$ cat src/rtl/mips_pkg.sv
// rtl/mips_pkg.sv - shared fetch-stage encodings and constants
package mips_pkg;

  // Fetch FSM state encoding
  typedef logic [1:0] fetch_state_t;
  localparam fetch_state_t S_RST   = 2'd0;
  localparam fetch_state_t S_FETCH = 2'd1;
  localparam fetch_state_t S_EXEC  = 2'd2;

  // Byte distance between consecutive instruction words
  localparam logic [31:0] PC_INCR = 32'd4;

endpackage

$ cat src/rtl/instr_fetch_if.sv
// rtl/instr_fetch_if.sv - instruction memory req/ack bus
interface instr_fetch_if;

  logic        req;
  logic [31:0] addr;
  logic        ack;
  logic [31:0] rdata;

  // Fetch stage drives the request, memory answers with ack/rdata
  modport master (output req, output addr, input ack, input rdata);
  modport slave  (input req, input addr, output ack, output rdata);

endinterface

$ cat src/rtl/next_pc_sel.sv
// rtl/next_pc_sel.sv - next-PC priority mux and target adders
module next_pc_sel
  import mips_pkg::*;
(
  input  logic [31:0] pc_plus4_i,
  input  logic [31:0] imm_ext_i,
  input  logic [25:0] jump_idx_i,
  input  logic [31:0] jr_addr_i,
  input  logic        branch_i,
  input  logic        jump_i,
  input  logic        jr_i,
  output logic [31:0] next_pc_o,
  output logic        misalign_o
);

  logic [31:0] branch_tgt;
  logic [31:0] jump_tgt;
  logic [31:0] jr_tgt;
  logic        unused_imm_hi;

  // Offset is in words; the top two bits fall off the shift, sum wraps mod 2^32
  assign branch_tgt    = pc_plus4_i + {imm_ext_i[29:0], 2'b00};
  assign jump_tgt      = {pc_plus4_i[31:28], jump_idx_i, 2'b00};
  assign jr_tgt        = {jr_addr_i[31:2], 2'b00};
  assign unused_imm_hi = ^imm_ext_i[31:30];

  // Only the winning redirect can report misalignment, and only jr can misalign
  assign misalign_o = jr_i & (|jr_addr_i[1:0]);

  // Priority: jr > jump > branch > sequential
  always_comb begin
    next_pc_o = pc_plus4_i;
    if (jr_i) begin
      next_pc_o = jr_tgt;
    end else if (jump_i) begin
      next_pc_o = jump_tgt;
    end else if (branch_i) begin
      next_pc_o = branch_tgt;
    end
  end

endmodule

$ cat src/rtl/instr_fetch.sv
// rtl/instr_fetch.sv - PC owner and multi-cycle instruction fetch FSM
module instr_fetch
  import mips_pkg::*;
#(
  parameter logic [31:0] RESET_PC = 32'h0000_0000
) (
  input  logic                 clk_i,
  input  logic                 rst_i,
  input  logic                 stall_i,
  input  logic                 branch_i,
  input  logic [31:0]          imm_ext_i,
  input  logic                 jump_i,
  input  logic [25:0]          jump_idx_i,
  input  logic                 jr_i,
  input  logic [31:0]          jr_addr_i,
  instr_fetch_if.master        imem,
  output logic [31:0]          instr_o,
  output logic [31:0]          pc_o,
  output logic [31:0]          pc_plus4_o,
  output logic                 instr_valid_o,
  output logic                 fault_o
);

  fetch_state_t state_q, state_d;
  logic [31:0]  pc_q, pc_d;
  logic [31:0]  pc4_q, pc4_d;
  logic [31:0]  instr_q, instr_d;
  logic         valid_q, valid_d;
  logic [31:0]  next_pc;
  logic         misalign;
  logic         redirect_cycle;

  next_pc_sel u_next_pc_sel (
    .pc_plus4_i (pc4_q),
    .imm_ext_i  (imm_ext_i),
    .jump_idx_i (jump_idx_i),
    .jr_addr_i  (jr_addr_i),
    .branch_i   (branch_i),
    .jump_i     (jump_i),
    .jr_i       (jr_i),
    .next_pc_o  (next_pc),
    .misalign_o (misalign)
  );

  // Redirect inputs are only meaningful when decode accepts the instruction
  assign redirect_cycle = (state_q == S_EXEC) && !stall_i;

  // Next-state logic: wait for ack in FETCH, hold in EXEC until not stalled
  always_comb begin
    state_d = state_q;
    pc_d    = pc_q;
    pc4_d   = pc4_q;
    instr_d = instr_q;
    valid_d = valid_q;
    case (state_q)
      S_RST: begin
        state_d = S_FETCH;
      end
      S_FETCH: begin
        if (imem.ack) begin
          instr_d = imem.rdata;
          valid_d = 1'b1;
          state_d = S_EXEC;
        end
      end
      S_EXEC: begin
        if (!stall_i) begin
          pc_d    = next_pc;
          pc4_d   = next_pc + PC_INCR;
          valid_d = 1'b0;
          state_d = S_FETCH;
        end
      end
      default: begin
        state_d = S_RST;
      end
    endcase
  end

  // State and datapath registers with synchronous reset
  always_ff @(posedge clk_i) begin
    if (rst_i) begin
      state_q <= S_RST;
      pc_q    <= RESET_PC;
      pc4_q   <= RESET_PC + PC_INCR;
      instr_q <= 32'h0;
      valid_q <= 1'b0;
    end else begin
      state_q <= state_d;
      pc_q    <= pc_d;
      pc4_q   <= pc4_d;
      instr_q <= instr_d;
      valid_q <= valid_d;
    end
  end

  // Request stays asserted with a stable address for the whole FETCH wait
  assign imem.req      = (state_q == S_FETCH);
  assign imem.addr     = pc_q;
  assign instr_o       = instr_q;
  assign pc_o          = pc_q;
  assign pc_plus4_o    = pc4_q;
  assign instr_valid_o = valid_q;
  assign fault_o       = redirect_cycle && misalign;

endmodule

$ cat src/flat_wrapper.sv
// flat-port wrapper written by rule: the top's interface ports become plain ports
module instr_fetch_flat import mips_pkg::*;
#(
  parameter logic [31:0] RESET_PC = 32'h0000_0000
)
  (clk_i, rst_i, stall_i, branch_i, imm_ext_i, jump_i, jump_idx_i, jr_i, jr_addr_i, instr_o, pc_o, pc_plus4_o, instr_valid_o, fault_o, imem_req, imem_addr, imem_ack, imem_rdata);
  instr_fetch_if imem_i ();
  input  logic clk_i;
  input  logic rst_i;
  input  logic stall_i;
  input  logic branch_i;
  input  logic [31:0] imm_ext_i;
  input  logic jump_i;
  input  logic [25:0] jump_idx_i;
  input  logic jr_i;
  input  logic [31:0] jr_addr_i;
  output logic [31:0] instr_o;
  output logic [31:0] pc_o;
  output logic [31:0] pc_plus4_o;
  output logic instr_valid_o;
  output logic fault_o;
  output wire logic [$bits(imem_i.req)-1:0] imem_req;
  output wire logic [$bits(imem_i.addr)-1:0] imem_addr;
  input wire logic [$bits(imem_i.ack)-1:0] imem_ack;
  input wire logic [$bits(imem_i.rdata)-1:0] imem_rdata;
  assign imem_req = imem_i.req;
  assign imem_addr = imem_i.addr;
  assign imem_i.ack = imem_ack;
  assign imem_i.rdata = imem_rdata;
  instr_fetch #(.RESET_PC(RESET_PC)) u_core (.clk_i(clk_i), .rst_i(rst_i), .stall_i(stall_i), .branch_i(branch_i), .imm_ext_i(imm_ext_i), .jump_i(jump_i), .jump_idx_i(jump_idx_i), .jr_i(jr_i), .jr_addr_i(jr_addr_i), .imem(imem_i), .instr_o(instr_o), .pc_o(pc_o), .pc_plus4_o(pc_plus4_o), .instr_valid_o(instr_valid_o), .fault_o(fault_o));
endmodule
$ cat config.mk
export PLATFORM = sky130hd
export DESIGN_NAME = instr_fetch_flat
export DESIGN_NICKNAME = d
export VERILOG_FILES = /design/src/rtl/mips_pkg.sv /design/src/rtl/instr_fetch_if.sv /design/src/rtl/next_pc_sel.sv /design/src/rtl/instr_fetch.sv /design/src/flat_wrapper.sv
export SDC_FILE = /design/constraint.sdc
export NUM_CORES = 1
export LEC_CHECK = 0
export BUFFER_PORTS_ARGS = -buffer_cell sky130_fd_sc_hd__buf_2
export CORE_MARGIN = 5
export CORE_UTILIZATION = 46
export CTS_CLUSTER_DIAMETER = 120
export DETAILED_ROUTE_END_ITERATION = 7
export GPL_TIMING_DRIVEN = 0
export PLACE_DENSITY = 0.82
export SLEW_MARGIN = 10
export SYNTH_ARGS = -nofsm -noshare
export SYNTH_HDL_FRONTEND = slang
export SYNTH_SLANG_ARGS = --single-unit
$ cat constraint.sdc
create_clock -name clk_i -period 3.6 [get_ports clk_i]
set_input_delay 0.72 -clock clk_i [delete_from_list [all_inputs] [get_ports clk_i]]
set_output_delay 0.72 -clock clk_i [all_outputs]
set_load 0.02 [all_outputs]
==> results.sh, run 1 <==
export IMPL_worst_endpoint_arrival_ns=3.99
export IMPL_worst_hold_path_endpoint="u_core.instr_o[31]"
export IMPL_r2r_slack_ns=-0.13
export IMPL_maxCapViolCount=0
export IMPL_die_w_um=133.0
export IMPL_cpMaxStageDelayCell="a2111o_1"
export IMPL_rsz0062_at_grt="yes"
export IMPL_ys_flop_type="dfxtp_1"
export IMPL_fin_crit_sh_pct=104.7
export IMPL_hold_ws_ns=0.4519
export IMPL_io_buffers=250
export IMPL_antenna_found_initial=0
export IMPL_insertedDiodeCount=0
export IMPL_synth_top_cell_by_area="dfxtp_1"
export IMPL_wl_per_cell_um=18.75
export IMPL_drc=0
export IMPL_p_leak_nw=4.143
export IMPL_vias=8443
export IMPL_worstRegToRegCells=15
export IMPL_hold_class="reg2reg"
export IMPL_via_per_inst=5.831
export IMPL_clock_sinks=95
export IMPL_reg2reg_from="u_core.pc_plus4_o[2]"
export IMPL_die_h_um=133.0
export IMPL_yosys_warnings=0
export IMPL_hold_depth=2
export IMPL_core_area_um2=15030
export IMPL_initial_core_util_pct=46.33
export IMPL_status="complete, but fails checks"
export IMPL_path_class="in2reg"
export IMPL_hold_viol=0
export IMPL_netlist_area_um2=6964
export IMPL_path_cells="buf_8 -> ha_4 -> inv_2 -> fa_2 -> nor2b_4 -> o31ai_4 -> buf_12 -> a211oi_4 -> o31ai_4 -> a2111oi_4 -> nor4_2 -> or3_4 -> a2111o_1 -> nor4b_2 -> mux2i_1 -> nor3_1"
export IMPL_drive_gt1_share_pct=34.44
export IMPL_cts_path_max_buffers=2
export IMPL_async_flop_share_pct=0
export IMPL_slew_viol_final=0
export IMPL_finalWorstSetupSlack_ns=-0.1685
export IMPL_htreeDepth=3
export IMPL_num_rows=45
export IMPL_synth_seq_cells=95
export IMPL_gp_congestion=0.9682
export IMPL_hold_start="u_core.instr_o[31]"
export IMPL_synth_edf_count=0
export IMPL_ys_seq_area_share_pct=27.31
export IMPL_dp_hpwl_um=20440
export IMPL_required_ns=3.82
export IMPL_cp_start_kind="primary input"
export IMPL_max_freq_ghz=0.2654
export IMPL_syn_inst=961
export IMPL_worst_setup_path_end_kind="flip-flop"
export IMPL_design_portCount=260
export IMPL_synth_most_common_cell="nand2_1"
export IMPL_cp_max_fo=5
export IMPL_synthTopCellsByArea="dfxtp_1 27%, a21oi_1 9.3%, nand2_1 8.8%, ha_1 5.4%, o21ai_0 4.3%"
export IMPL_skew_ns=0.01497
export IMPL_first_pass_iters=8
export IMPL_synth_cell_types=75
export IMPL_crit_buf_inv=3
export IMPL_power_density_nw_per_um2=302.0
export IMPL_regToRegEndpoint="u_core.pc_plus4_o[31]"
export IMPL_irDropWorstVdd_v=0.0002745
export IMPL_area_delta_synth_final_pct=36.79
export IMPL_overflow=0
export IMPL_period_minus_slack_ns=3.769
export IMPL_grt_max_degree=18
export IMPL_detailedPlace_worstSlack_ns=-0.7636
export IMPL_setup_violations=5
export IMPL_grt_pass1_wl_um=41820
export IMPL_cts_root_buffer="clkbuf_16"
export IMPL_numCtsBuffers=9
export IMPL_maxSlewHeadroom_pct=51.87
export IMPL_grt_pass1_vias=7957
export IMPL_synth_top_area_share_pct=27.31
export IMPL_crit_top_cell="o31ai_4"
export IMPL_critPathMaxStageDelay_ns=0.44
export IMPL_worst_skew_pair_late_latency_ns=0.36
export IMPL_path_clk_slew_ns=0.07
export IMPL_synth_common_cells="164 x nand2_1, 130 x a21oi_1, 95 x dfxtp_1"
export IMPL_postRouteAntennaNets=0
export IMPL_drt_initial_drc_count=945
export IMPL_avgSynthCellArea_um2=7.247
export IMPL_grtUsageTotal_pct=29.03
export IMPL_cp_top_family="compound AO/OA/AOI/OAI gates"
export IMPL_tightest_slew_ns=0.7185
export IMPL_failed_checks="setup timing"
export IMPL_dieArea_um2=17700
export IMPL_cts_tree="built"
export IMPL_postCtsHoldBufs=0
export IMPL_setup_worst_path_start="imm_ext_i[0]"
export IMPL_wl_um=27150
export IMPL_nets=1416
[placed cells by master, fill, tap and decap left out, drive strengths merged, types with 5 or more instances in the layout]
master,n
a211oi,33
a21o,10
a21oi,131
a31oi,11
and3,5
buf,331
clkbuf,51
conb,6
dfxtp,95
ha,30
inv,17
nand2,164
nand2b,6
nand3,21
nand3b,8
nand4,9
nor2,71
nor2b,8
nor3,30
nor3b,18
nor4,6
o211ai,8
o21a,22
o21ai,62
o31ai,9
or3,16
xnor2,12
xor2,14
[layer usage]
layer	wire (um)	vias up	track usage, %
li1	-	4005	-
met1	11050	3882	37.80
met2	12550	485	46.76
met3	2775	71	6.920
met4	775	0	10.62
met5	0	-	0
[cell families after synthesis]
| kind of cell | synth area share [%] |
|---|---|
| compound gates | 28.93 |
| xor+xnor | 3.270 |
| fa+ha+maj | 5.677 |
| mux | 0.4312 |
| other cells | 0.05385 |
| buf+inv | 8.121 |
| simple gates | 26.21 |
| flops | 27.31 |
[timing repair]
| action | 4_1_cts | 5_1_grt |
|---|---|---|
| gates resized for setup | 34 | 54 |
| setup buffers | 14 | 16 |
| pin swaps | 18 | 22 |
| setup endpoints to repair | 13 | 20 |
[registers in the layout (all words and copies together) (netlist names)]
register,flops
u_core.instr_o,32
u_core.state_q,2
u_core.pc_plus4_o,30
u_core.imem.addr,30
u_core.instr_valid_o,1
[where the power goes]
group | switching, mW | total (mW) | internal [mW]
logic | 0.461 | 0.747 | 0.286
registers | 0.0286 | 1.11 | 1.09
clock network | 0.466 | 1.02 | 0.550
total | 0.955 | 2.88 | 1.92
[worst max-delay path by stage]
stage	endpoint	slack (ns)	cells after the start
6_report	u_core.pc_plus4_o[31]	-0.17	16
5_1_grt	u_core.pc_plus4_o[31]	-0.25	16
4_1_cts	u_core.pc_plus4_o[31]	-0.13	16
3_5_place_dp	u_core.pc_plus4_o[24]	-0.76	13
3_3_place_gp	u_core.pc_plus4_o[24]	-0.70	13
2_1_floorplan	u_core.pc_plus4_o[31]	-0.19	14
[worst reg2reg max path, stage by stage, from the launching register on]
cell,delay [ns]
dfxtp_2,0.38
ha_4,0.14
inv_2,0.03
fa_2,0.37
nor2b_4,0.16
o31ai_4,0.10
buf_12,0.14
a211oi_4,0.34
o31ai_4,0.15
a2111oi_4,0.37
nor4_2,0.07
or3_4,0.35
a2111o_1,0.44
nor4b_2,0.28
mux2i_1,0.22
nor3_1,0.06
[cell type report]
| cell class | count | area, um^2 |
|---|---|---|
| buffer | 93 | 536.8 |
| clock buffer | 9 | 225.2 |
| clock inverter | 6 | 78.83 |
| fill | 1342 | 5507 |
| inverter | 14 | 52.55 |
| multi-input combinational | 763 | 4996 |
| sequential | 95 | 1903 |
| tap | 188 | 235.2 |
| timing repair buffer | 280 | 1499 |
[stage by stage]
step / utilization, % / total power [mW] / instance area [um^2] / setup TNS, ns / instances
4_1_cts: 61.11 / 2.813 / 9186 / -0.2764 / 1433
2_1_floorplan: - / 1.554 / 7094 / -0.4721 / 966
3_3_place_gp: 57.08 / 1.781 / 8581 / -7.538 / 1404
5_1_grt: 63.37 / 2.981 / 9527 / -1.279 / 1448
3_5_place_dp: 57.08 / 1.790 / 8581 / -8.702 / 1404
6_report: 63.37 / 2.877 / 9527 / -0.5202 / 1448
No activity file was read; power rests on OpenSTA's default activity.
==> inputs of run 2 (changes only) <==
--- a/config.mk
+++ b/config.mk
@@ -7,11 +7,13 @@
 export LEC_CHECK = 0
 export BUFFER_PORTS_ARGS = -buffer_cell sky130_fd_sc_hd__buf_2
 export CORE_MARGIN = 5
-export CORE_UTILIZATION = 46
+export CORE_UTILIZATION = 51
 export CTS_CLUSTER_DIAMETER = 120
+export CTS_CLUSTER_SIZE = 14
 export DETAILED_ROUTE_END_ITERATION = 7
 export GPL_TIMING_DRIVEN = 0
-export PLACE_DENSITY = 0.82
+export MAX_ROUTING_LAYER = met4
+export PLACE_DENSITY = 0.86
 export SLEW_MARGIN = 10
 export SYNTH_ARGS = -nofsm -noshare
 export SYNTH_HDL_FRONTEND = slang
==> constraint.sdc (replaced) <==
create_clock -name clk_i -period 3.82 [get_ports clk_i]
set_input_delay 0.764 -clock clk_i [delete_from_list [all_inputs] [get_ports clk_i]]
set_output_delay 0.764 -clock clk_i [all_outputs]
set_load 0.02 [all_outputs]
==> run 2 against run 1 <==
Effect of this change: setup slack better by 0.13 ns; via count is 2.1% higher; sequential share of layout area is 0.56 points higher; register-to-register slack better by 0.12 ns; the run still ends with setup timing left; power is 5.5% lower.
==> results.sh, run 2 (synthesized netlist as in run 1, its figures left out) <==
export IMPL_irDropWorstVdd_v=0.0003858
export IMPL_worst_endpoint_arrival_ns=4.08
export IMPL_gp_congestion=1.067
export IMPL_grt_pass1_vias=7952
export IMPL_vias=8618
export IMPL_grt_max_degree=20
export IMPL_numCtsBuffers=9
export IMPL_detailedPlace_worstSlack_ns=-0.6546
export IMPL_cts_path_max_buffers=2
export IMPL_cp_start_kind="primary input"
export IMPL_reg2reg_from="u_core.pc_plus4_o[2]"
export IMPL_hold_start="u_core.instr_o[19]"
export IMPL_critPathMaxStageDelay_ns=0.48
export IMPL_path_class="in2reg"
export IMPL_cts_root_buffer="clkbuf_16"
export IMPL_wl_per_cell_um=19.09
export IMPL_num_rows=42
export IMPL_dieArea_um2=16090
export IMPL_hold_viol=0
export IMPL_regToRegEndpoint="u_core.pc_plus4_o[31]"
export IMPL_setup_tns_ns=-0.04802
export IMPL_skew_ns=0.01352
export IMPL_via_per_inst=6.043
export IMPL_path_clk_slew_ns=0.08
export IMPL_grtUsageTotal_pct=32.30
export IMPL_core_area_um2=13300
export IMPL_power_density_nw_per_um2=293.6
export IMPL_finalWorstSetupSlack_ns=-0.03466
export IMPL_drive_gt1_share_pct=32.64
export IMPL_worstRegToRegCells=14
export IMPL_layout_common_cells="261 x buf_2, 162 x nand2_1, 124 x a21oi_1, 95 x dfxtp_1, 71 x nor2_1"
export IMPL_r2r_slack_ns=-0.01
export IMPL_path_cells="buf_8 -> ha_4 -> inv_2 -> fa_2 -> nor2b_4 -> o31ai_4 -> a211oi_4 -> o31ai_4 -> a2111oi_4 -> nor4_2 -> or3_4 -> a2111o_1 -> nor4b_2 -> mux2i_1 -> nor3_1"
export IMPL_cp_max_fo=4
export IMPL_crit_top_cell="o31ai_4"
export IMPL_hold_depth=2
export IMPL_drc=0
export IMPL_final_cells=1426
export IMPL_design_portCount=260
export IMPL_antenna_found_initial=0
export IMPL_grt_pass1_wl_um=40900
export IMPL_max_freq_ghz=0.2594
export IMPL_postRouteAntennaNets=0
export IMPL_p_leak_nw=4.056
export IMPL_largest_reg_flops=32
export IMPL_dpl_cell_count=1392
export IMPL_crit_buf_inv=2
export IMPL_setup_violations=2
export IMPL_worst_hold_path_endpoint="u_core.instr_o[19]"
export IMPL_area_delta_synth_final_pct=33.00
export IMPL_first_pass_iters=6
export IMPL_period_minus_slack_ns=3.855
export IMPL_maxSlewHeadroom_pct=48.26
export IMPL_wl_um=27230
export IMPL_nets=1405
export IMPL_maxCapViolCount=0
export IMPL_die_w_um=126.9
export IMPL_drt_initial_drc_count=982
export IMPL_htreeDepth=3
export IMPL_cts_tree="built"
export IMPL_failed_checks="setup timing"
export IMPL_worst_skew_pair_late_latency_ns=0.36
export IMPL_tightest_slew_ns=0.7681
export IMPL_hold_ws_ns=0.4562
export IMPL_hold_class="reg2reg"
export IMPL_final_common_cell="buf_2"
export IMPL_rsz0062_at_grt="yes"
export IMPL_dp_hpwl_um=20660
export IMPL_die_h_um=126.9
export IMPL_io_buffers=250
export IMPL_clock_sinks=95
export IMPL_fin_crit_sh_pct=100.9
export IMPL_initial_core_util_pct=52.38
export IMPL_insertedDiodeCount=0
export IMPL_cpMaxStageDelayCell="a2111o_1"
export IMPL_slew_viol_final=0
export IMPL_required_ns=4.04
export IMPL_worst_setup_path_end_kind="flip-flop"
export IMPL_overflow=0
export IMPL_status="complete, but fails checks"
export IMPL_cp_top_family="compound AO/OA/AOI/OAI gates"
## run 2: cell types whose count changed in the layout (fill, tap and decap cells not counted), sizes merged
cell    previous run  this run
clkbuf            51        47
inv               17        18
buf              331       324
## run 2: what timing repair did
item / 4_1_cts / 5_1_grt
hold buffers: 0 / 0
gates resized for setup: 11 / 47
setup buffers: 6 / 15
pin swaps: 5 / 17
setup endpoints to repair: 9 / 14
## run 2: power breakdown
group	internal [mW]	total (mW)	switching, mW
clock	0.532	1.00	0.468
combinational	0.250	0.670	0.420
sequential	1.02	1.05	0.0277
total	1.80	2.72	0.916
## run 2: stage by stage
stage          power (mW)  cell area (um^2)  util, %
2_1_floorplan       1.460              7064        -
3_3_place_gp        1.672              8536    64.20
3_5_place_dp        1.681              8536    64.20
4_1_cts             2.660              8969    67.46
5_1_grt             2.810              9263    69.67
6_report            2.720              9263    69.67
## run 2: tightest hold or removal path, cell delays in order (launching register included)
cell and delay, ns:
dfxtp_1 0.31, nand2_1 0.05, a21oi_1 0.05
## run 2: area by class of cell
cell class	count	area [um^2]
multi-input combinational	763	4827
fill	1100	4033
sequential	95	1902
inverter	14	52.55
tap	176	220.2
buffer	92	524.3
clock inverter	7	100.1
timing repair buffer	270	1411
clock buffer	9	225.2
## run 2: worst max path at each step
| stage | startpoint | slack [ns] | depth (start not counted) | to |
|---|---|---|---|---|
| after global placement | imm_ext_i[10] | -0.60 | 13 | u_core.pc_plus4_o[24] |
| final | imm_ext_i[0] | -0.03 | 15 | u_core.pc_plus4_o[31] |
| after CTS | imm_ext_i[0] | -0.07 | 16 | u_core.pc_plus4_o[31] |
| after global routing | imm_ext_i[0] | -0.13 | 15 | u_core.pc_plus4_o[31] |
| after detailed placement | imm_ext_i[10] | -0.65 | 13 | u_core.pc_plus4_o[31] |
| after floorplan | imm_ext_i[0] | -0.009 | 14 | u_core.pc_plus4_o[31] |
## run 2: layer usage
layer  wire, um  GRT usage, %
met4        847         9.338
met5          0             -
met1      10570         41.03
met3       3078         6.683
met2      12730         52.12
==> inputs of run 3 (changes only) <==
--- a/config.mk
+++ b/config.mk
@@ -6,12 +6,14 @@
 export NUM_CORES = 1
 export LEC_CHECK = 0
 export BUFFER_PORTS_ARGS = -buffer_cell sky130_fd_sc_hd__buf_2
+export CORE_ASPECT_RATIO = 0.75
 export CORE_MARGIN = 5
 export CORE_UTILIZATION = 51
 export CTS_CLUSTER_DIAMETER = 120
 export CTS_CLUSTER_SIZE = 14
 export DETAILED_ROUTE_END_ITERATION = 7
 export GPL_TIMING_DRIVEN = 0
+export HOLD_SLACK_MARGIN = 0.03
 export MAX_ROUTING_LAYER = met4
 export PLACE_DENSITY = 0.86
 export SLEW_MARGIN = 10
==> run 3 against run 2 <==
Effect of this change: the flow still finishes with violations (setup timing); setup slack improved by 0.021 ns; first-iteration DRC count is 13% higher; critical path depth unchanged.
==> results.sh, run 3 (synthesized netlist as in run 1, its figures left out) <==
export IMPL_status="complete, but fails checks"
export IMPL_failed_checks="setup timing"
export IMPL_wl_per_cell_um=18.70
export IMPL_power_switching_mw=0.9229
export IMPL_crit_buf_inv=2
export IMPL_clock_sinks=95
export IMPL_maxCapViolCount=0
export IMPL_hold_depth=2
export IMPL_irDropWorstVdd_v=0.0002645
export IMPL_largest_reg_flops=32
export IMPL_reg2reg_from="u_core.pc_plus4_o[2]"
export IMPL_path_cells="buf_8 -> ha_4 -> inv_2 -> fa_2 -> nor2b_4 -> o31ai_4 -> a211oi_4 -> o31ai_4 -> a2111oi_4 -> o31a_1 -> or3_4 -> a2111o_1 -> nor4b_2 -> mux2i_1 -> nor3_1"
export IMPL_critPathMaxStageDelay_ns=0.49
export IMPL_hold_viol=0
export IMPL_p_leak_nw=4.014
export IMPL_overflow=0
export IMPL_die_h_um=111.2
export IMPL_num_rows=37
export IMPL_slew_viol_final=0
export IMPL_hold_class="reg2reg"
export IMPL_core_area_um2=13560
export IMPL_grtUsageTotal_pct=32.16
export IMPL_switching_share_pct=34.71
export IMPL_skew_ns=0.01411
export IMPL_io_buffers=250
export IMPL_cts_root_buffer="clkbuf_16"
export IMPL_first_pass_iters=6
export IMPL_postCtsHoldBufs=0
export IMPL_crit_top_cell="o31ai_4"
export IMPL_hold_ws_ns=0.4548
export IMPL_finalWorstSetupSlack_ns=-0.01338
export IMPL_wl_um=26630
export IMPL_gp_congestion=0.9897
export IMPL_worst_hold_path_endpoint="u_core.instr_o[9]"
export IMPL_path_clk_slew_ns=0.08
export IMPL_numCtsBuffers=9
export IMPL_drc=0
export IMPL_multiInputGateArea_um2=4750
export IMPL_nets=1402
export IMPL_cts_path_max_buffers=2
export IMPL_dp_hpwl_um=20710
export IMPL_drive_gt1_share_pct=31.76
export IMPL_worstRegToRegCells=14
export IMPL_antenna_found_initial=2
export IMPL_path_class="in2reg"
export IMPL_cp_top_family="compound AO/OA/AOI/OAI gates"
export IMPL_layout_common_cells="262 x buf_2, 164 x nand2_1, 125 x a21oi_1, 94 x dfxtp_1, 71 x nor2_1"
export IMPL_required_ns=4.03
export IMPL_postRouteAntennaNets=0
export IMPL_cp_depth=15
export IMPL_period_minus_slack_ns=3.833
export IMPL_cp_start_kind="primary input"
export IMPL_grt_pass1_vias=7860
export IMPL_htreeDepth=3
export IMPL_detailedPlace_worstSlack_ns=-0.5830
export IMPL_tightest_slew_ns=0.7861
export IMPL_r2r_slack_ns=0.03
export IMPL_cp_max_fo=5
export IMPL_fillers=1167
export IMPL_fin_crit_sh_pct=100.4
export IMPL_design_portCount=260
export IMPL_p_clk_share_pct=35.7
export IMPL_worst_endpoint_arrival_ns=4.05
export IMPL_die_w_um=144.9
export IMPL_pwr_share_comb_pct=24.8
export IMPL_grt_pass1_wl_um=41620
export IMPL_grt_max_degree=21
export IMPL_seqPwrFrac_pct=39.5
export IMPL_rsz0062_at_grt="yes"
export IMPL_worst_setup_path_end_kind="flip-flop"
export IMPL_setup_violations=1
export IMPL_hold_start="u_core.instr_o[9]"
export IMPL_max_freq_ghz=0.2609
export IMPL_drt_initial_drc_count=1108
export IMPL_p_int_mw=1.736
export IMPL_regToRegEndpoint="u_core.pc_plus4_o[31]"
export IMPL_cpMaxStageDelayCell="a2111o_1"
export IMPL_dieArea_um2=16120
export IMPL_cts_tree="built"
export IMPL_power_density_nw_per_um2=290.9
export IMPL_area_delta_synth_final_pct=31.26
export IMPL_maxSlewHeadroom_pct=47.15
export IMPL_vias=8497
export IMPL_final_common_cell="buf_2"
export IMPL_initial_core_util_pct=51.34
export IMPL_register_area_um2=1903
export IMPL_worst_skew_pair_late_latency_ns=0.36
export IMPL_via_per_inst=5.967
## run 3: cell count changes in the layout (fill, tap and decap cells not counted), sizes merged
cell,before,now
inv,18,16
diode,0,2
bufinv,1,0
clkinv,2,5
clkbuf,47,48
buf,324,320
## run 3: repair_timing
| action | CTS | global route |
|---|---|---|
| gates cloned | 0 | 0 |
| gates resized for setup | 18 | 24 |
| setup buffers | 8 | 11 |
| pin swaps | 12 | 15 |
| endpoints found under the setup margin | 7 | 14 |
## run 3: layer usage
metal	vias up	GRT usage (%)	share of wire, %
met5	-	-	0
met4	0	7.403	1.6
met3	58	9.195	13
met2	557	46.93	43
met1	3897	44.11	42
li1	3985	-	-
## run 3: through the flow
| stage | instances | TNS, ns | instance area (um^2) | utilization (%) | power (mW) |
|---|---|---|---|---|---|
| 6_report | 1424 | -0.01338 | 9141 | 67.39 | 2.659 |
| 2_1_floorplan | 966 | -0.009039 | 7064 | - | 1.460 |
| 3_3_place_gp | 1391 | -4.308 | 8534 | 62.92 | 1.674 |
| 3_5_place_dp | 1391 | -4.848 | 8534 | 62.92 | 1.682 |
| 4_1_cts | 1415 | -0.03318 | 8986 | 66.25 | 2.614 |
| 5_1_grt | 1424 | -1.184 | 9141 | 67.39 | 2.747 |
## run 3: layout make-up
| cell class | count | area share (%) |
|---|---|---|
| tap | 175 | 2.395 |
| multi-input combinational | 763 | 51.96 |
| clock inverter | 7 | 0.9444 |
| inverter | 14 | 0.5749 |
| clock buffer | 9 | 2.464 |
| buffer | 93 | 5.680 |
| antenna | 2 | 0.05475 |
| timing repair buffer | 266 | 15.11 |
| sequential | 95 | 20.82 |
## run 3: worst register-to-register path, stage by stage (launching register included)
cell	delay, ns
dfxtp_2	0.41
ha_4	0.16
inv_2	0.04
fa_2	0.39
nor2b_4	0.16
o31ai_4	0.13
a211oi_4	0.37
o31ai_4	0.12
a2111oi_4	0.41
nor4_2	0.06
or3_4	0.35
a2111o_1	0.49
nor4b_2	0.26
mux2i_1	0.23
nor3_1	0.06
## run 3: how the worst max path moves through the flow
stage | start | end | slack [ns]
2_1_floorplan | imm_ext_i[0] | u_core.pc_plus4_o[31] | -0.009
3_3_place_gp | imm_ext_i[0] | u_core.pc_plus4_o[29] | -0.53
3_5_place_dp | imm_ext_i[10] | u_core.pc_plus4_o[28] | -0.58
4_1_cts | imm_ext_i[0] | u_core.pc_plus4_o[31] | -0.03
5_1_grt | imm_ext_i[0] | u_core.pc_plus4_o[31] | -0.22
6_report | imm_ext_i[0] | u_core.pc_plus4_o[31] | -0.01
## run 3: power groups by stage
stage	sequential [mW]	clock [mW]	combinational, mW
3_3_place_gp	1.07	0	0.603
2_1_floorplan	1.10	0	0.356
5_1_grt	1.05	0.981	0.712
3_5_place_dp	1.07	0	0.610
4_1_cts	1.05	0.938	0.627
6_report	1.05	0.950	0.659
